===== src/rtl/pic_host_sequencer_if.sv =====
`timescale 1ns/1ps
`default_nettype none
// ============================================================================
//  Module   : pic_host_sequencer_if
//  Brief    : Bundles the host command port, the vector report and the
//             8259-style PIC pins driven/sampled by pic_host_sequencer.
//             master = sequencer side, slave = host logic + PIC side.
//  Revision : 1.0  initial release
// ============================================================================
interface pic_host_sequencer_if;
  // host command / response port
  logic       cmd_valid;
  logic       cmd_ready;
  logic       cmd_rd;
  logic       cmd_a0;
  logic [7:0] cmd_wdata;
  logic       rsp_valid;
  logic [7:0] rsp_rdata;
  // interrupt vector report
  logic       vec_valid;
  logic [7:0] vec_data;
  // PIC pins
  logic       int_in;
  logic       cs_n;
  logic       wr_n;
  logic       rd_n;
  logic       inta_n;
  logic       a0;
  logic [7:0] d_out;
  logic       d_oe;
  logic [7:0] d_in;

  modport master (
    input  cmd_valid, cmd_rd, cmd_a0, cmd_wdata, int_in, d_in,
    output cmd_ready, rsp_valid, rsp_rdata, vec_valid, vec_data,
           cs_n, wr_n, rd_n, inta_n, a0, d_out, d_oe
  );

  modport slave (
    output cmd_valid, cmd_rd, cmd_a0, cmd_wdata, int_in, d_in,
    input  cmd_ready, rsp_valid, rsp_rdata, vec_valid, vec_data,
           cs_n, wr_n, rd_n, inta_n, a0, d_out, d_oe
  );
endinterface
`default_nettype wire


===== src/rtl/pic_host_sequencer.sv =====
`timescale 1ns/1ps
`default_nettype none
// ============================================================================
//  Module   : pic_host_sequencer
//  Brief    : CPU-side initiator for an 8259-style PIC. Programs ICW1..ICW4
//             and OCW1 after reset, answers INT with an 8086 INTA pair and
//             captures the vector, and forwards host register reads/writes.
//  Option   : define PIC_HOST_AUTO_EOI_EN to issue a non-specific EOI write
//             (8'h20, a0=0) after every captured vector.
//  Revision : 1.0  initial release
// ============================================================================
module pic_host_sequencer #(
  parameter int         STROBE_CYCLES = 2,
  parameter int         GAP_CYCLES    = 1,
  parameter logic [7:0] ICW1_VAL      = 8'h13,
  parameter logic [7:0] ICW2_VAL      = 8'h20,
  parameter logic [7:0] ICW3_VAL      = 8'h00,
  parameter logic [7:0] ICW4_VAL      = 8'h01,
  parameter logic [7:0] OCW1_VAL      = 8'h00
) (
  input  logic                 clk,
  input  logic                 reset,
  input  logic                 i_init_start,
  output logic                 o_init_done,
  pic_host_sequencer_if.master pic
);

  localparam int CNT_MAX = (STROBE_CYCLES > GAP_CYCLES) ? STROBE_CYCLES : GAP_CYCLES;
  localparam int CNT_W   = (CNT_MAX > 1) ? $clog2(CNT_MAX) : 1;
  localparam logic [CNT_W-1:0] C_STROBE_LAST = CNT_W'(STROBE_CYCLES - 1);
  localparam logic [CNT_W-1:0] C_GAP_LAST    = CNT_W'(GAP_CYCLES - 1);
  localparam logic [7:0]       C_EOI_BYTE    = 8'h20;

  // init write index; ICW3/ICW4 may be skipped depending on ICW1_VAL
  localparam logic [2:0] C_STEP_ICW1 = 3'd0;
  localparam logic [2:0] C_STEP_ICW2 = 3'd1;
  localparam logic [2:0] C_STEP_ICW3 = 3'd2;
  localparam logic [2:0] C_STEP_ICW4 = 3'd3;
  localparam logic [2:0] C_STEP_OCW1 = 3'd4;

  // BOOT only lasts for the first clock after reset release
  typedef enum logic [2:0] {
    ST_BOOT  = 3'd0,
    ST_INIT  = 3'd1,
    ST_IDLE  = 3'd2,
    ST_CMD   = 3'd3,
    ST_INTA1 = 3'd4,
    ST_INTA2 = 3'd5,
    ST_EOI   = 3'd6
  } state_t;

  state_t           r_state, w_state_nxt;
  logic             r_phase, w_phase_nxt;      // 0 = STROBE, 1 = RECOVER
  logic [CNT_W-1:0] r_cnt, w_cnt_nxt;
  logic [2:0]       r_step, w_step_nxt;

  logic       r_int_meta, r_int_sync;
  logic       r_init_done;
  logic       r_cmd_rd, r_cmd_a0;
  logic [7:0] r_cmd_wdata;
  logic       r_rsp_valid, r_vec_valid;
  logic [7:0] r_rsp_rdata, r_vec_data;

  logic       w_access, w_strobe, w_strobe_last;
  logic       w_cmd_ready, w_cmd_accept, w_init_clear, w_init_finish;
  logic       w_cs_n, w_wr_n, w_rd_n, w_inta_n, w_a0, w_d_oe;
  logic [7:0] w_d_out;

  function automatic logic [7:0] f_init_byte(input logic [2:0] step);
    logic [7:0] v;
    case (step)
      C_STEP_ICW1: v = ICW1_VAL;
      C_STEP_ICW2: v = ICW2_VAL;
      C_STEP_ICW3: v = ICW3_VAL;
      C_STEP_ICW4: v = ICW4_VAL;
      default:     v = OCW1_VAL;
    endcase
    return v;
  endfunction

  // ICW3 only in cascade mode (SNGL=0), ICW4 only when IC4=1
  function automatic logic [2:0] f_next_step(input logic [2:0] step);
    logic [2:0] v;
    case (step)
      C_STEP_ICW1: v = C_STEP_ICW2;
      C_STEP_ICW2: v = !ICW1_VAL[1] ? C_STEP_ICW3 : (ICW1_VAL[0] ? C_STEP_ICW4 : C_STEP_OCW1);
      C_STEP_ICW3: v = ICW1_VAL[0] ? C_STEP_ICW4 : C_STEP_OCW1;
      default:     v = C_STEP_OCW1;
    endcase
    return v;
  endfunction

  assign w_access = (r_state == ST_INIT) || (r_state == ST_CMD) || (r_state == ST_INTA1) ||
                    (r_state == ST_INTA2) || (r_state == ST_EOI);
  assign w_strobe      = w_access && !r_phase;
  assign w_strobe_last = w_strobe && (r_cnt == C_STROBE_LAST);
  assign w_cmd_ready   = (r_state == ST_IDLE) && r_init_done && !r_int_sync;

  // Next-state, transfer-engine sequencing and PIC pin decode
  always_comb begin
    w_state_nxt   = r_state;
    w_phase_nxt   = r_phase;
    w_cnt_nxt     = r_cnt;
    w_step_nxt    = r_step;
    w_cmd_accept  = 1'b0;
    w_init_clear  = 1'b0;
    w_init_finish = 1'b0;
    w_cs_n        = 1'b1;
    w_wr_n        = 1'b1;
    w_rd_n        = 1'b1;
    w_inta_n      = 1'b1;
    w_a0          = 1'b0;
    w_d_out       = 8'h00;
    w_d_oe        = 1'b0;

    if (w_access) begin
      if (!r_phase) begin
        if (r_cnt == C_STROBE_LAST) begin
          w_phase_nxt = 1'b1;
          w_cnt_nxt   = '0;
        end else begin
          w_cnt_nxt = r_cnt + CNT_W'(1);
        end
      end else if (r_cnt != C_GAP_LAST) begin
        w_cnt_nxt = r_cnt + CNT_W'(1);
      end else begin
        // end of RECOVER: the access is complete
        w_phase_nxt = 1'b0;
        w_cnt_nxt   = '0;
        case (r_state)
          ST_INIT: begin
            if (r_step == C_STEP_OCW1) begin
              w_state_nxt   = ST_IDLE;
              w_init_finish = 1'b1;
            end else begin
              w_step_nxt = f_next_step(r_step);
            end
          end
          ST_INTA1: w_state_nxt = ST_INTA2;
          ST_INTA2: begin
`ifdef PIC_HOST_AUTO_EOI_EN
            w_state_nxt = ST_EOI;
`else
            w_state_nxt = ST_IDLE;
`endif
          end
          default:  w_state_nxt = ST_IDLE;
        endcase
      end
    end else if (r_state == ST_BOOT) begin
      w_state_nxt = ST_INIT;
      w_step_nxt  = C_STEP_ICW1;
    end else begin
      // IDLE: a pending INT beats a command; an accepted command beats init_start
      if (r_int_sync) begin
        w_state_nxt = ST_INTA1;
      end else if (pic.cmd_valid && w_cmd_ready) begin
        w_state_nxt  = ST_CMD;
        w_cmd_accept = 1'b1;
      end else if (i_init_start) begin
        w_state_nxt  = ST_INIT;
        w_step_nxt   = C_STEP_ICW1;
        w_init_clear = 1'b1;
      end
    end

    case (r_state)
      ST_INIT: begin
        w_a0    = (r_step != C_STEP_ICW1);
        w_d_out = f_init_byte(r_step);
        if (w_strobe) begin
          w_cs_n = 1'b0;
          w_wr_n = 1'b0;
          w_d_oe = 1'b1;
        end
      end
      ST_CMD: begin
        w_a0 = r_cmd_a0;
        if (r_cmd_rd) begin
          if (w_strobe) begin
            w_cs_n = 1'b0;
            w_rd_n = 1'b0;
          end
        end else begin
          w_d_out = r_cmd_wdata;
          if (w_strobe) begin
            w_cs_n = 1'b0;
            w_wr_n = 1'b0;
            w_d_oe = 1'b1;
          end
        end
      end
      ST_INTA1, ST_INTA2: begin
        if (w_strobe) w_inta_n = 1'b0;
      end
      ST_EOI: begin
        w_d_out = C_EOI_BYTE;
        if (w_strobe) begin
          w_cs_n = 1'b0;
          w_wr_n = 1'b0;
          w_d_oe = 1'b1;
        end
      end
      default: ;
    endcase
  end

  // Two-flop synchroniser for the asynchronous INT pin
  always_ff @(posedge clk or posedge reset) begin
    if (reset) begin
      r_int_meta <= 1'b0;
      r_int_sync <= 1'b0;
    end else begin
      r_int_meta <= pic.int_in;
      r_int_sync <= r_int_meta;
    end
  end

  // FSM and transfer-engine state register
  always_ff @(posedge clk or posedge reset) begin
    if (reset) begin
      r_state <= ST_BOOT;
      r_phase <= 1'b0;
      r_cnt   <= '0;
      r_step  <= C_STEP_ICW1;
    end else begin
      r_state <= w_state_nxt;
      r_phase <= w_phase_nxt;
      r_cnt   <= w_cnt_nxt;
      r_step  <= w_step_nxt;
    end
  end

  // Hold the accepted command for the whole transfer
  always_ff @(posedge clk or posedge reset) begin
    if (reset) begin
      r_cmd_rd    <= 1'b0;
      r_cmd_a0    <= 1'b0;
      r_cmd_wdata <= 8'h00;
    end else if (w_cmd_accept) begin
      r_cmd_rd    <= pic.cmd_rd;
      r_cmd_a0    <= pic.cmd_a0;
      r_cmd_wdata <= pic.cmd_wdata;
    end
  end

  // init_done: cleared when a re-init starts, set when OCW1 recovery ends
  always_ff @(posedge clk or posedge reset) begin
    if (reset) begin
      r_init_done <= 1'b0;
    end else if (w_init_clear) begin
      r_init_done <= 1'b0;
    end else if (w_init_finish) begin
      r_init_done <= 1'b1;
    end
  end

  // Capture read data / vector on the last strobe clock; valid pulses next clock
  always_ff @(posedge clk or posedge reset) begin
    if (reset) begin
      r_rsp_valid <= 1'b0;
      r_rsp_rdata <= 8'h00;
      r_vec_valid <= 1'b0;
      r_vec_data  <= 8'h00;
    end else begin
      r_rsp_valid <= w_strobe_last && (r_state == ST_CMD) && r_cmd_rd;
      r_vec_valid <= w_strobe_last && (r_state == ST_INTA2);
      if (w_strobe_last && (r_state == ST_CMD) && r_cmd_rd) r_rsp_rdata <= pic.d_in;
      if (w_strobe_last && (r_state == ST_INTA2))           r_vec_data  <= pic.d_in;
    end
  end

  assign o_init_done   = r_init_done;
  assign pic.cmd_ready = w_cmd_ready;
  assign pic.rsp_valid = r_rsp_valid;
  assign pic.rsp_rdata = r_rsp_rdata;
  assign pic.vec_valid = r_vec_valid;
  assign pic.vec_data  = r_vec_data;
  assign pic.cs_n      = w_cs_n;
  assign pic.wr_n      = w_wr_n;
  assign pic.rd_n      = w_rd_n;
  assign pic.inta_n    = w_inta_n;
  assign pic.a0        = w_a0;
  assign pic.d_out     = w_d_out;
  assign pic.d_oe      = w_d_oe;

endmodule
`default_nettype wire


===== src/flat_wrapper.sv =====
// flat-port wrapper written by rule: the top's interface ports become plain ports
module pic_host_sequencer_flat 
#(
  parameter int         STROBE_CYCLES = 2,
  parameter int         GAP_CYCLES    = 1,
  parameter logic [7:0] ICW1_VAL      = 8'h13,
  parameter logic [7:0] ICW2_VAL      = 8'h20,
  parameter logic [7:0] ICW3_VAL      = 8'h00,
  parameter logic [7:0] ICW4_VAL      = 8'h01,
  parameter logic [7:0] OCW1_VAL      = 8'h00
)
  (clk, reset, i_init_start, o_init_done, pic_cmd_valid, pic_cmd_rd, pic_cmd_a0, pic_cmd_wdata, pic_int_in, pic_d_in, pic_cmd_ready, pic_rsp_valid, pic_rsp_rdata, pic_vec_valid, pic_vec_data, pic_cs_n, pic_wr_n, pic_rd_n, pic_inta_n, pic_a0, pic_d_out, pic_d_oe);
  pic_host_sequencer_if pic_i ();
  input  logic clk;
  input  logic reset;
  input  logic i_init_start;
  output logic o_init_done;
  input wire logic [$bits(pic_i.cmd_valid)-1:0] pic_cmd_valid;
  input wire logic [$bits(pic_i.cmd_rd)-1:0] pic_cmd_rd;
  input wire logic [$bits(pic_i.cmd_a0)-1:0] pic_cmd_a0;
  input wire logic [$bits(pic_i.cmd_wdata)-1:0] pic_cmd_wdata;
  input wire logic [$bits(pic_i.int_in)-1:0] pic_int_in;
  input wire logic [$bits(pic_i.d_in)-1:0] pic_d_in;
  output wire logic [$bits(pic_i.cmd_ready)-1:0] pic_cmd_ready;
  output wire logic [$bits(pic_i.rsp_valid)-1:0] pic_rsp_valid;
  output wire logic [$bits(pic_i.rsp_rdata)-1:0] pic_rsp_rdata;
  output wire logic [$bits(pic_i.vec_valid)-1:0] pic_vec_valid;
  output wire logic [$bits(pic_i.vec_data)-1:0] pic_vec_data;
  output wire logic [$bits(pic_i.cs_n)-1:0] pic_cs_n;
  output wire logic [$bits(pic_i.wr_n)-1:0] pic_wr_n;
  output wire logic [$bits(pic_i.rd_n)-1:0] pic_rd_n;
  output wire logic [$bits(pic_i.inta_n)-1:0] pic_inta_n;
  output wire logic [$bits(pic_i.a0)-1:0] pic_a0;
  output wire logic [$bits(pic_i.d_out)-1:0] pic_d_out;
  output wire logic [$bits(pic_i.d_oe)-1:0] pic_d_oe;
  assign pic_i.cmd_valid = pic_cmd_valid;
  assign pic_i.cmd_rd = pic_cmd_rd;
  assign pic_i.cmd_a0 = pic_cmd_a0;
  assign pic_i.cmd_wdata = pic_cmd_wdata;
  assign pic_i.int_in = pic_int_in;
  assign pic_i.d_in = pic_d_in;
  assign pic_cmd_ready = pic_i.cmd_ready;
  assign pic_rsp_valid = pic_i.rsp_valid;
  assign pic_rsp_rdata = pic_i.rsp_rdata;
  assign pic_vec_valid = pic_i.vec_valid;
  assign pic_vec_data = pic_i.vec_data;
  assign pic_cs_n = pic_i.cs_n;
  assign pic_wr_n = pic_i.wr_n;
  assign pic_rd_n = pic_i.rd_n;
  assign pic_inta_n = pic_i.inta_n;
  assign pic_a0 = pic_i.a0;
  assign pic_d_out = pic_i.d_out;
  assign pic_d_oe = pic_i.d_oe;
  pic_host_sequencer #(.STROBE_CYCLES(STROBE_CYCLES), .GAP_CYCLES(GAP_CYCLES), .ICW1_VAL(ICW1_VAL), .ICW2_VAL(ICW2_VAL), .ICW3_VAL(ICW3_VAL), .ICW4_VAL(ICW4_VAL), .OCW1_VAL(OCW1_VAL)) u_core (.clk(clk), .reset(reset), .i_init_start(i_init_start), .o_init_done(o_init_done), .pic(pic_i));
endmodule

===== config.mk =====
export PLATFORM = sky130hd
export DESIGN_NAME = pic_host_sequencer_flat
export DESIGN_NICKNAME = d
export VERILOG_FILES = /design/src/rtl/pic_host_sequencer_if.sv /design/src/rtl/pic_host_sequencer.sv /design/src/flat_wrapper.sv
export SDC_FILE = /design/constraint.sdc
export NUM_CORES = 1
export LEC_CHECK = 0
export CAP_MARGIN = 20
export CORE_ASPECT_RATIO = 1.4
export CORE_MARGIN = 10
export CORE_UTILIZATION = 30
export DETAILED_ROUTE_END_ITERATION = 10
export PLACE_DENSITY = 0.61
export SLEW_MARGIN = 20
export SYNTH_ARGS = -nofsm -noshare
export SYNTH_HDL_FRONTEND = slang
export SYNTH_SLANG_ARGS = --single-unit

===== constraint.sdc =====
create_clock -name clk -period 1.7 [get_ports clk]
set_input_delay 0.255 -clock clk [delete_from_list [all_inputs] [get_ports clk]]
set_output_delay 0.255 -clock clk [all_outputs]
set_load 0.03 [all_outputs]

Word level (Yosys, flattened, before mapping)
Index checks and enable logic that the tools add are counted.
Operators by class
  $add $sub $neg: 1
  reduce and logical (&&, ||, !) cells: 26
  muxes and demuxes: 53
  equal/unequal tests: 17
Operators by type and width (number)
  2-to-1 mux 3 bit: 17
  2-to-1 mux 1 bit: 28
  case mux 8 bit (3 select lines): 1
  case mux 6 bit (3 select lines): 1
  == test 3 x 2 -> 1 bit, second input constant: 4
  == test 3 bit, second input constant: 4
  case mux 3 bit (2 select lines): 2
  logical AND 1 bit: 8
  2-to-1 mux 8 bit: 1
  AND reduction 7 bit: 1
  == test 3 x 1 -> 1 bit, second input constant: 2
  zero test 3 bit: 2
  inequality test 2 bit, second input constant: 3
  inequality test 3 bit, second input constant: 2
  case mux 1 bit (2 select lines): 3
  nonzero test 3 bit: 2
  OR reduction 2 bit: 3
  nonzero test 5 bit: 1
  logical OR 1 bit: 4
  AND reduction 4 bit: 1
  inequality test 3 x 1 -> 1 bit, second input constant: 1
  OR reduction 3 bit: 1
  zero test 1 bit: 2
  inequality test 2 x 1 -> 1 bit, second input constant: 1
  other kinds (2): 2
Storage, ports and cells
  input port bits: 23
  output and inout port bits: 34
  bits in registers: 39
  logic and storage cells: 111

Longest topological paths before layout
Gate-level depths: netlist of the first run.
  depth after elaboration: 9
  mapped depth: 6
  gate-level depth less buffers: 5

Worst setup path after synthesis of the first run
OpenSTA, ideal clock, no wires.
  kind: register to register
  from: register u_core.r_state[1]
  to: register u_core.r_vec_data[0], in the netlist u_core.pic.vec_data[0]
  stages on the path, launching flop included: 5
  setup time: 0.125 ns
  slack: -0.012 ns
  period minus slack after synthesis: 1.712 ns
  data required time: 1.575 ns
  data arrival time: 1.587 ns
  buffers on the path: 0
  path through: dfrtp_1 > nand2b_1 > nand2b_1 > nor3_4 > mux2_2
Between the ends
  word-level cells in the longest chain between the ends: 8
  elaborated cells between the ends (all ways): 12
  those cells by class: 5 x eq/ne; 7 x reduce/logical
Ends and longest elaborated chain
  from (decl): line pic_host_sequencer.sv:52  | state_t r_state, w_state_nxt;
  from (signal assigned): line pic_host_sequencer.sv:227  | r_state <= w_state_nxt;
  == test 3 x 1 -> 1 bit / == test 3 x 2 -> 1 bit (equally long branches): line pic_host_sequencer.sv:93  | assign w_access = (r_state == ST_INIT) || (r_state == ST_CMD) || (r_state == ST_INTA1) ||
  logical OR 1 bit (3 in a row): line pic_host_sequencer.sv:93
  logical OR 1 bit: line pic_host_sequencer.sv:94  | (r_state == ST_INTA2) || (r_state == ST_EOI);
  logical AND 1 bit: line pic_host_sequencer.sv:95  | assign w_strobe = w_access && !r_phase;
  logical AND 1 bit: line pic_host_sequencer.sv:96  | assign w_strobe_last = w_strobe && (r_cnt == C_STROBE_LAST);
  logical AND 1 bit (*): line pic_host_sequencer.sv:269  | if (w_strobe_last && (r_state == ST_INTA2)) r_vec_data <= pic.d_in;
  to (signal assigned): line pic_host_sequencer.sv:269
  to (decl): line pic_host_sequencer.sv:62  | logic [7:0] r_rsp_rdata, r_vec_data;
Every way passes the cells marked *; elsewhere a longest branch is shown, timed or not.
A chain may end at the register's enable or synchronous reset.

Worst setup path in the final report of the first run
  from: register u_core.r_state[2]
  to: output port pic_d_out[5]
Between the ends
  word-level cells in the longest chain between the ends: 2
  elaborated cells between the ends (all ways): 4
  those cells by class: 3 x eq/ne; 1 x mux
Ends and longest elaborated chain
  == test 3 bit, or another cell as far along: line pic_host_sequencer.sv:167  | case (r_state)
  case mux 8 bit (3 select lines) (*): line pic_host_sequencer.sv:167
  to (decl): line flat_wrapper.sv:34  | output wire logic [$bits(pic_i.d_out)-1:0] pic_d_out;
Marked as above.

==> flow_results.org, run 1 <==
** Clock tree
- Cts-stage hold buffer count :: 0
- TritonCTS built the clock tree.
- Clock tree synthesis found a total of 39 sinks.
- For the worst-skew pair, the clock arrives at the later sink with an insertion delay of 0.29 ns.
- Buffers inserted during clock tree synthesis total 5.
- Maximum number of buffers from clock root to sink :: 2
- CTS placed an instance of clkbuf_8 at the clock tree root.
- Clock-pin slew was measured on the worst setup and hold paths at 0.07 ns.
- The clock tree synthesis step divided the H-tree into 2 levels.

** Logic synthesis
- After technology mapping, the gate count stands at 161.
- Number of enable-type register cells in the synthesized netlist :: 0
- The cell area that synthesis handed to floorplanning was 1856 sq um.
- Main combinational cell family by area after synthesis :: multiplexers
- Of all cell types, the one taking the most synthesized area is dfrtp_1.
- The synthesized netlist devotes 15.85% of its cell area to simple gates.
- Yosys warning total :: 0
- Counting every net in the synthesized netlist gives 184.
- Multiplexer share of the synthesized area :: 16.93%
- Post-Synth XOR/XNOR Area :: 0%
- Yosys mapped the design onto 38 distinct sky130hd cell types.
- Cell types occupying the most area after synthesis :: dfrtp_1, mux2_2, nand2_1, nand2b_1, o21ai_0
- The share of synthesized area in the top cell type comes to 52.60%.
- Of the total synthesized cell area, the portion taken by full adders, half adders and majority gates is 0%.
- Fraction of the yosys area taken by sequential cells :: 52.60%
- Most used flip-flop cell after synthesis :: dfrtp_1
- Synthesis inferred 39 register bits.
- Complex-gate fraction of the synthesized area :: 11.67%
- Mean post-synth cell area :: 11.53 sq um
- Of all flip-flops after synthesis, the portion carrying an async set or reset was 100.0%.

** Pwr
- Static power due to leakage :: 1.319 nW
- The internal portion of the total power is 3.162 mW.
- Registers are responsible for 28.5% of the overall power.
- Combinational share of power :: 60.5%
- VDD sags by at most 0.001313 V.
- Relative contribution of the clock network to total power :: 11.0%
- Power per unit of standard cell area :: 1873 nW/um^2
- Net switching power :: 2.292 mW
- Net switching is 42.03% of the power.

** Detailed routing
- Residual DRC :: 0
- DR WL/cell :: 15.82 microns
- After the first detailed-routing iteration, the DRC count stood at 74.
- For this run, the detailed router's first-pass iteration total came to 4.
- Antenna-violating nets left :: 0
- Via count :: 1522
- Using the TritonRoute via totals, the vias-per-cell ratio works out to 4.863.
- Total routed wirelength :: 4951 microns

** Global route
- Antenna violations before repair :: 0
- Vias in the first global route :: 1706
- Entering global routing, the biggest net connects 29 pins.
- Global routing used 10.12% of the available tracks.
- Total congestion overflow :: 0
- The first global-routing pass estimated 8086 microns of wire.

** Timing
- Final count of hold timing violations :: 0
- Number of failing setup endpoints in the final timing report :: 14
- The final critical path takes up 104.3% of the cycle.
- Smallest hold slack :: 0.2636 ns
- Worst-Margin Slew :: 0.4640 ns
- Based on the critical path, the design can be clocked at up to 563.8 MHz.
- The smallest clock period supported by the final layout is computed as 1.774 ns.
- Setup repair after global routing could not meet its margin everywhere.
- Final worst-path setup slack :: -0.07375 ns
- Fin Setup TNS :: -0.6346 ns
- Setup skew after layout :: 0.005399 ns
- The max-slew violation total from the final report is 0.
- Measured against its own limit, the worst slew margin works out to 69.06%.

** Layout
- Growth of design area from synthesis to finish :: 56.91%
- The multi-input combinational cells in the finished layout cover a total of 923.4 sq um.
- Sequential cell area :: 977.2 sq um
- Share of post-route cells with drive strength above 1 :: 41.98%
- Final cell count without fillers :: 313
- Commonest cells after routing, fill and taps aside :: clkdlybuf4s50_1, dfrtp_1, mux2_2
- Total Nets Final :: 265
- Fillcell total :: 543
- Commonest non-fill, non-tap cell in the layout :: clkdlybuf4s50_1
- Antenna cells :: 0

** Place
- Counting tap cells, the placed design contains a total of 304 instances.
- Half-perimeter wire length after placement :: 3707 microns
- Setup slack at placement :: -0.04856 ns
- Number of buffers inserted by port buffering :: 56
- The congestion estimate from routability-driven global placement came to 0.7630.

** Worst setup path
- The critical path contains buffers and inverters numbering 2 combined.
- Critical path required time :: 1.44 ns
- Along the worst path, the maximum fanout reaches 4.
- The worst setup path is launched from a flip-flop.
- Data arrival at the endpoint of the critical path :: 1.52 ns
- Reg2reg path depth :: 6
- FF-to-FF setup slack :: -0.05 ns
- Critical Path Start :: u_core.r_state[2]
- Kind of critical path :: flip-flop to primary output
- STA classifies the critical path endpoint as a primary output.
- The worst register-to-register path begins at u_core.r_state[2].
- The cell that appears most often on the critical path is buf_6.
- The most critical setup path has its endpoint at pic_d_out[5].
- The critical path goes through nand2b_4 > buf_6 > nor3_4 > a32o_2 > buf_6.
- On the critical path, the stage with the largest delay is an instance of dfrtp_1.
- Kind of cell with the highest combined delay on the critical path :: flip-flops
- The critical path crosses 5 cells after its start point.
- The largest single stage delay on the critical path is 0.42 ns.
- The worst register-to-register path ends at u_core.pic.vec_data[0].

** Job
- Maxcap violations :: 0

** Floorplan
- After floorplanning, the core was divided into 33 placement rows.
- The core region is 5946 sq um.
- The die covers 9775 sq um.
- Once the floorplan was initialized, standard cells occupied 31.21% of the core.
- I/O pin count :: 57
- Horizontal die dimension :: 86.47 microns
- Vert. Die Dim :: 113.1 microns

** Hold path
- Min-delay worst type :: input pin to asynchronous set/reset pin

** Run status
- The checks that failed: setup timing.
- The flow ran to the end, but the final reports show violations.
per-stage QoR:
step	util [%]	power (mW)	area, sq um
final	48.97	5.455	2912
after floorplan	-	3.312	1858
after detailed placement	44.49	4.510	2645
after global routing	48.97	5.818	2912
after global placement	44.49	4.487	2645
after CTS	47.35	5.336	2815
timing repair:
| item | in CTS | in global routing |
|---|---|---|
| setup endpoints to repair | 21 | 29 |
| resized for setup | 21 | 35 |
| pin swaps | 4 | 4 |
| buffers inserted | 1 | 0 |
| gates cloned | 0 | 0 |
layer usage:
| layer | GRT usage (%) | part of all wire, % | vias up | routed length, microns |
|---|---|---|---|---|
| li1 | - | - | 733 | - |
| met1 | 10.12 | 37 | 731 | 1845 |
| met2 | 16.34 | 49 | 50 | 2421 |
| met3 | 6.533 | 13 | 8 | 624 |
| met4 | 3.900 | 1.2 | 0 | 59 |
| met5 | 0 | 0 | - | 0 |
power groups by stage:
stage | logic, mW | clock network, mW | registers, mW
global placement | 2.96 | 0 | 1.53
floorplan | 1.46 | 0 | 1.86
detailed placement | 2.96 | 0 | 1.55
CTS | 3.16 | 0.628 | 1.55
finish | 3.30 | 0.600 | 1.55
global route | 3.55 | 0.668 | 1.60
state kept, by name (all words and copies together) (netlist names):
name / count
u_core.r_int_meta: 1
u_core.r_cnt: 1
u_core.r_cmd_a0: 1
u_core.r_cmd_rd: 1
u_core.pic.rsp_valid: 1
u_core.r_step: 3
u_core.pic.rsp_rdata: 8
u_core.r_int_sync: 1
u_core.r_phase: 1
u_core.r_cmd_wdata: 8
u_core.pic.vec_valid: 1
u_core.pic.vec_data: 8
u_core.r_state: 3
u_core.o_init_done: 1
cell families (layout without fill, tap and decap cells):
group                  count (synthesis)  in the layout
muxes                                 28             28
and+or+nand+nor                       51             51
buffers and inverters                 13             95
DFF                                   39             39
AOI/OAI and AO/OA                     30             30
synth_stat cells (all sizes together), types with 2 or more instances:
master	n
a21o	3
a21oi	6
a31oi	2
a32o	2
and2	2
and3	5
buf	3
dfrtp	39
inv	9
mux2	27
nand2	16
nand2b	6
nand3	4
nor2	7
nor2b	2
nor3	3
o21ai	8
o31ai	2
or3	2
layout make-up:
| class | instances | area share (%) |
|---|---|---|
| multi-input cells | 109 | 31.71 |
| repair buffers | 78 | 27.76 |
| clock buffers | 7 | 2.621 |
| flip-flops and latches | 39 | 33.56 |
| well taps | 70 | 3.008 |
| inverters | 9 | 1.160 |
| clock inverters | 1 | 0.1719 |
worst register-to-register path, cell delays in order (launching register included):
cell	delay (ns)
dfrtp_1	0.40
buf_4	0.20
nand2b_1	0.09
nand2b_2	0.23
nor3_4	0.23
buf_12	0.16
mux2_2	0.33
worst min path at each step:
stage | from | to | slack, ns | depth (start not counted)
finish | reset | u_core.pic.vec_data[4] | 0.26 | 3
global route | reset | u_core.pic.vec_data[4] | 0.29 | 3
CTS | reset | u_core.pic.vec_data[4] | 0.26 | 3
detailed placement | u_core.r_int_meta | u_core.r_int_sync | 0.34 | 0
global placement | u_core.r_int_meta | u_core.r_int_sync | 0.34 | 0
floorplan | pic_int_in | u_core.r_int_meta | 0.29 | 0
Power figures use the tool's default switching activity.
==> run 2: changes to the inputs <==
Settings changed: SETUP_SLACK_MARGIN from default to 0.1.
==> flow_results.org, run 2 (synthesis gave the netlist of run 1 again) <==
** Layout
- Fill cells in the final layout number 508.
- The library cell used most frequently in the layout, excluding fill and tap cells, is dfrtp_1.
- Final non-filler cell area :: 3372 sq um
- Summing all multi-input logic gate instances after layout gives 1111 sq um.
- Growth of design area from synthesis to finish :: 81.73%
- In the final design database the tool counted 290 nets.
- Antenna cells :: 0
- Share of post-route cells with drive strength above 1 :: 53.36%
- The top cell types in the final layout, fill and taps aside, are dfrtp_1, buf_4, buf_6.
- Sequential cell area :: 977.2 sq um

** Run status
- Failing checks :: setup timing
- The run finished, with violations left.

** Timing
- Final Slew Violations :: 0
- Final worst-path setup slack :: -0.1123 ns
- Static timing analysis puts the maximum clock frequency at 551.8 MHz.
- Worst-Margin Slew :: 0.4283 ns
- The final count of hold timing violations was 0.
- Setup violations remaining at the end of the flow were counted as 24.
- Setup repair after global routing could not meet its margin everywhere.
- The smallest clock period supported by the final layout is computed as 1.812 ns.
- Fin crit share :: 106.6%
- Headroom to the max-slew limit :: 71.42%
- Fin Setup TNS :: -1.533 ns
- The clock arrives with 0.009351 ns of skew.

** Detailed routing
- The final route contains 1661 vias.
- Residual DRC :: 0
- After detailed routing, the number of vias per cell comes to 4.914.
- Total routed wirelength :: 5983 microns
- After the first detailed-routing iteration, the DRC count stood at 72.
- After detailed routing, the average wire length per cell comes to 17.70 microns.
- Length of the first detailed-routing pass in iterations :: 4
- Antenna-violating nets left :: 0

** Worst setup path
- STA classifies the critical path endpoint as a primary output.
- Startpoint Class :: flip-flop
- By startpoint and endpoint, the worst setup path is classified as flip-flop to primary output.
- Along the worst path, the maximum fanout reaches 5.
- Data arrival at the endpoint of the critical path :: 1.56 ns
- Data on the critical path is required at its endpoint by 1.44 ns.

** Place
- Final weighted congestion of routability-driven global placement :: 0.8428
- Detailed placement finished with a half-perimeter wire length of 3859 microns.
- In this run the cell area measured after placement is 2728 sq um.
- Number of buffers inserted by port buffering :: 56

** Pwr
- Power consumption :: 6.452 mW
- Sequential share of power :: 24.2%
- Maximum resistive drop on vdd :: 0.001175 V
- Combinational share of power :: 65.5%
- Summed over all nets, the switching power comes to 2.682 mW.
- Of the total power, the clock network draws 10.2%.
- Power per unit of standard cell area :: 1914 nW/um^2
- The internal portion of the total power is 3.771 mW.
- Switch share :: 41.56%
- In this run the static leakage power is 1.701 nW.

** Global route
- Largest net degree at the start of global routing :: 40
- The first global-routing pass estimated 9597 microns of wire.
- The number of antenna violations at the first check in global routing came to 0.
- Global routing finished with a remaining overflow of 0.
- Gr usage total :: 12.03%
- The via count of the first global-routing pass came to 1866.

** Floorplan
- Placeable core region :: 5946 sq um
- The floorplan step set the die width to 86.47 microns.
- The floorplan step defined a die boundary enclosing 9775 sq um.
- For this design the top-level I/O count stands at 57.
- The die is 113.1 microns tall.
- Once the floorplan was initialized, standard cells occupied 31.21% of the core.
- Number of core rows :: 33

** Hold path
- Min-delay worst type :: input pin to asynchronous set/reset pin

** Clock tree
- CTS saw 39 sinks.
- In this run the clock root is driven by a clkbuf_8.
- The clock reaches the later pin of the worst-skew pair after 0.29 ns.
- TritonCTS created 5 clock buffers.
- The longest clock path from root to sink contains 2 buffers.
- Clock-pin slew was measured on the worst setup and hold paths at 0.08 ns.
- TritonCTS built the clock tree.
- Cts-stage hold buffer count :: 0
- Maximum level of the CTS H-tree :: 2

** Job
- Across the run, the number of max-cap violations was 0.
==> run 2: final timing paths <==
path                                   startpoint                endpoint  slack, ns  cells after the start
worst max-delay path            u_core.r_state[1]           pic_cmd_ready      -0.11                      6
worst min-delay path                        reset       u_core.r_int_sync       0.31                      3
worst max register to register  u_core.r_state[1]  u_core.pic.vec_data[6]      -0.09                      7
worst min register to register  u_core.r_int_meta       u_core.r_int_sync       0.35                      0
max in group asynchronous                   reset       u_core.r_state[0]       1.18                      3
min in group clk                u_core.r_int_meta       u_core.r_int_sync       0.35                      0
==> run 2: layout make-up <==
type                            count  share of cell area (%)
Timing Repair Buffer              102                   31.65
Clock buffer                        7                   2.560
Tap cell                           70                   2.597
Inverter                            9                   1.002
Clock inverter                      1                  0.2597
Multi-Input combinational cell    110                   32.95
Sequential cell                    39                   28.98
==> run 2: what timing repair did <==
item                       CTS  global route
gates cloned                 2             0
setup endpoints to repair   54            59
setup buffers               13             6
pin swaps                   20             9
gates resized for setup     89            32
==> run 2: metal layers <==
metal	up-vias	wire [microns]	global-route usage [%]
li1	786	-	-
met1	819	2222	12.57
met3	7	474	5.384
met2	49	3210	21.22
met5	-	0	0
met4	0	75	2.925
==> run 2: worst max-delay path, cell delays in order (launching register included) <==
cell and delay (ns):
dfrtp_1 0.42, buf_6 0.15, buf_6 0.11, and2b_1 0.17, buf_6 0.12, and3_4 0.17, buf_12 0.13
==> run 2: stage by stage <==
stage,instances,setup WS [ns],hold WS [ns],utilization [%]
after global routing,338,-0.1600,0.3226,56.71
final,338,-0.1123,0.3072,56.71
after CTS,334,-0.1054,0.3109,54.84
after floorplan,161,0.05797,0.2864,-
after global placement,311,-0.03347,0.3327,45.88
after detailed placement,311,-0.04956,0.3371,45.88
==> run 2: power groups by stage <==
stage	Clock (mW)	Sequential (mW)	Combinational [mW]
after floorplan	0	1.86	1.47
after global placement	0	1.52	3.12
after detailed placement	0	1.54	3.14
after CTS	0.683	1.55	3.94
after global routing	0.717	1.61	4.49
final	0.661	1.56	4.23
==> RTL change (flow settings as in run 1) <==
Make the reset (`reset`) synchronous in 5 clocked blocks. Comments in the files are not updated.
--- a/src/rtl/pic_host_sequencer.sv
+++ b/src/rtl/pic_host_sequencer.sv
@@ -206,7 +206,7 @@
   end
 
   // Two-flop synchroniser for the asynchronous INT pin
-  always_ff @(posedge clk or posedge reset) begin
+  always_ff @(posedge clk) begin
     if (reset) begin
       r_int_meta <= 1'b0;
       r_int_sync <= 1'b0;
@@ -217,7 +217,7 @@
   end
 
   // FSM and transfer-engine state register
-  always_ff @(posedge clk or posedge reset) begin
+  always_ff @(posedge clk) begin
     if (reset) begin
       r_state <= ST_BOOT;
       r_phase <= 1'b0;
@@ -232,7 +232,7 @@
   end
 
   // Hold the accepted command for the whole transfer
-  always_ff @(posedge clk or posedge reset) begin
+  always_ff @(posedge clk) begin
     if (reset) begin
       r_cmd_rd    <= 1'b0;
       r_cmd_a0    <= 1'b0;
@@ -245,7 +245,7 @@
   end
 
   // init_done: cleared when a re-init starts, set when OCW1 recovery ends
-  always_ff @(posedge clk or posedge reset) begin
+  always_ff @(posedge clk) begin
     if (reset) begin
       r_init_done <= 1'b0;
     end else if (w_init_clear) begin
@@ -256,7 +256,7 @@
   end
 
   // Capture read data / vector on the last strobe clock; valid pulses next clock
-  always_ff @(posedge clk or posedge reset) begin
+  always_ff @(posedge clk) begin
     if (reset) begin
       r_rsp_valid <= 1'b0;
       r_rsp_rdata <= 8'h00;
Behaviour: differs if reset is asserted again (counterexample within 4 cycles, from zero or initial values and one cycle with reset high); with reset held inactive, the same outputs for 10 cycles.
==> RTL change against run 1 <==
The run still ends with setup timing left. Design area decreased by 2.1%. Utilization about the same. Synthesized area decreased by 3.2%. Maximum frequency increased by 3.9%. Routed wire length increased by 3.0%. Sequential cell count unchanged. Worst setup slack improved by 0.067 ns. Highest routed layer unchanged.
Power is not compared: it rests on default switching activity, and its combinational part moved more than twofold at a synthesized area within 25%.
==> RTL change: results (changes against run 1) <==
Logic synthesis
  • Sequential area share after synthesis: 43.5% (was 52.6%)
  • Mux cell area share after synthesis: 9.54% (was 16.9%)
  • Synth Area in Compound Gates: 14.9% (was 11.7%)
  • Synth area leaders: dfxtp_1 43%, mux2i_1 8.9%, nand2_1 7.9% (was dfrtp_1 53%, mux2_2 16%, nand2_1 3.2%)
  • Synth Net Count: 238 (was 184)
  • Post-synth top cells: 39 x dfxtp_1, 38 x nand2_1, 25 x nor2_1, 17 x a21oi_1, 16 x mux2i_1 (was 39 x dfrtp_1, 27 x mux2_2, 16 x nand2_1, 9 x inv_1, 7 x o21ai_0)
  • Synth cell types: 42 (was 38)

Outcome
  • Failing checks: setup timing (unchanged)
  • Run status: finished with violations (unchanged)

Cells and area
  • Post-route insts no fill: 367 (was 313)
  • Fillcell total: 565 (was 543)
  • Proportion of layout cells with a drive suffix above 1: 27.3% (was 42.0%)

Placement
  • Pre-CTS WS: -0.190 ns (was -0.0486 ns)
  • Placed cells: 356 (was 304)
  • Post-DP HPWL: 3.76 mm (was 3.71 mm)
  • Final GP Congestion: 0.806 (was 0.763)

Worst setup path
  • Worst path max stage delay: 0.36 ns (was 0.42 ns)
  • Crit-path max FO: 5 (was 4)

Hold path
  • Hold crit path type: flop to flop (was input pin to async pin)

Global route
  • Largest net degree at the start of global routing: 42 (was 29)
  • Tot GR Track Use: 10.9% (was 10.1%)
  • Global-route wire length before repair: 8.69 mm (was 8.09 mm)
  • Vias in the first global route: 1,825 (was 1,706)

Route
  • Via-to-Cell Ratio: 4.77 (was 4.86)
  • TritonRoute pass-1 iters: 4 (unchanged)

Timing
  • Finish-stage setup viols: 3 (was 14)
  • Post-layout worst setup margin: -0.00699 ns (was -0.0737 ns)
  • Clock skew: 0.00683 ns (was 0.00540 ns)

Clock network
  • Post_cts resized: 24 (was 21)
==> RTL change: changes by cell type after synthesis, sizes merged, moves of 4 or more <==
cell and delta:
mux2 -26, nor2 +20, and2 +5, inv -7, mux2i +15, dfrtp -39
nor2b +7, nand2 +22, and3 -4, a21oi +11, dfxtp +39, clkbuf +5
==> RTL change: metal layers <==
layer	up-vias	share of wire (%)	GRT usage, %
li1	901	-	-
met1	811	39	11.9
met2	35	52	18.1
met3	4	8.0	5.03
met4	0	1.0	3.63
met5	-	0	0
==> RTL change: layout make-up <==
| cell class | instances | area [sq um] | share of cell area, % |
|---|---|---|---|
| flip-flops and latches | 39 | 796 | 27.9 |
| repair buffers | 86 | 802 | 28.1 |
| clock buffers | 6 | 72.6 | 2.55 |
| clock inverters | 2 | 60.1 | 2.11 |
| well taps | 70 | 87.6 | 3.07 |
| inverters | 2 | 7.51 | 0.263 |
| multi-input cells | 162 | 1020 | 36.0 |
==> RTL change: worst paths after layout <==
| check | start | endpoint | slack, ns | cells after the start |
|---|---|---|---|---|
| max | u_core.r_state[2] | pic_d_out[5] | -0.007 | 5 |
| min | u_core.r_int_meta | u_core.r_int_sync | 0.44 | 1 |
| max reg2reg | u_core.r_state[1] | u_core.r_state[0] | 0.04 | 6 |
| min reg2reg | u_core.r_int_meta | u_core.r_int_sync | 0.44 | 1 |
==> RTL change: stage by stage <==
stage	setup TNS (ns)	hold WS (ns)	power, mW	area (sq um)
6_report	-0.0154	0.443	3.28	2850
5_1_grt	-0.703	0.483	3.48	2850
4_1_cts	-0.0908	0.447	3.24	2790
3_5_place_dp	-0.875	0.429	2.21	2560
3_3_place_gp	-0.782	0.424	2.21	2560
2_1_floorplan	0	0.359	1.72	1800
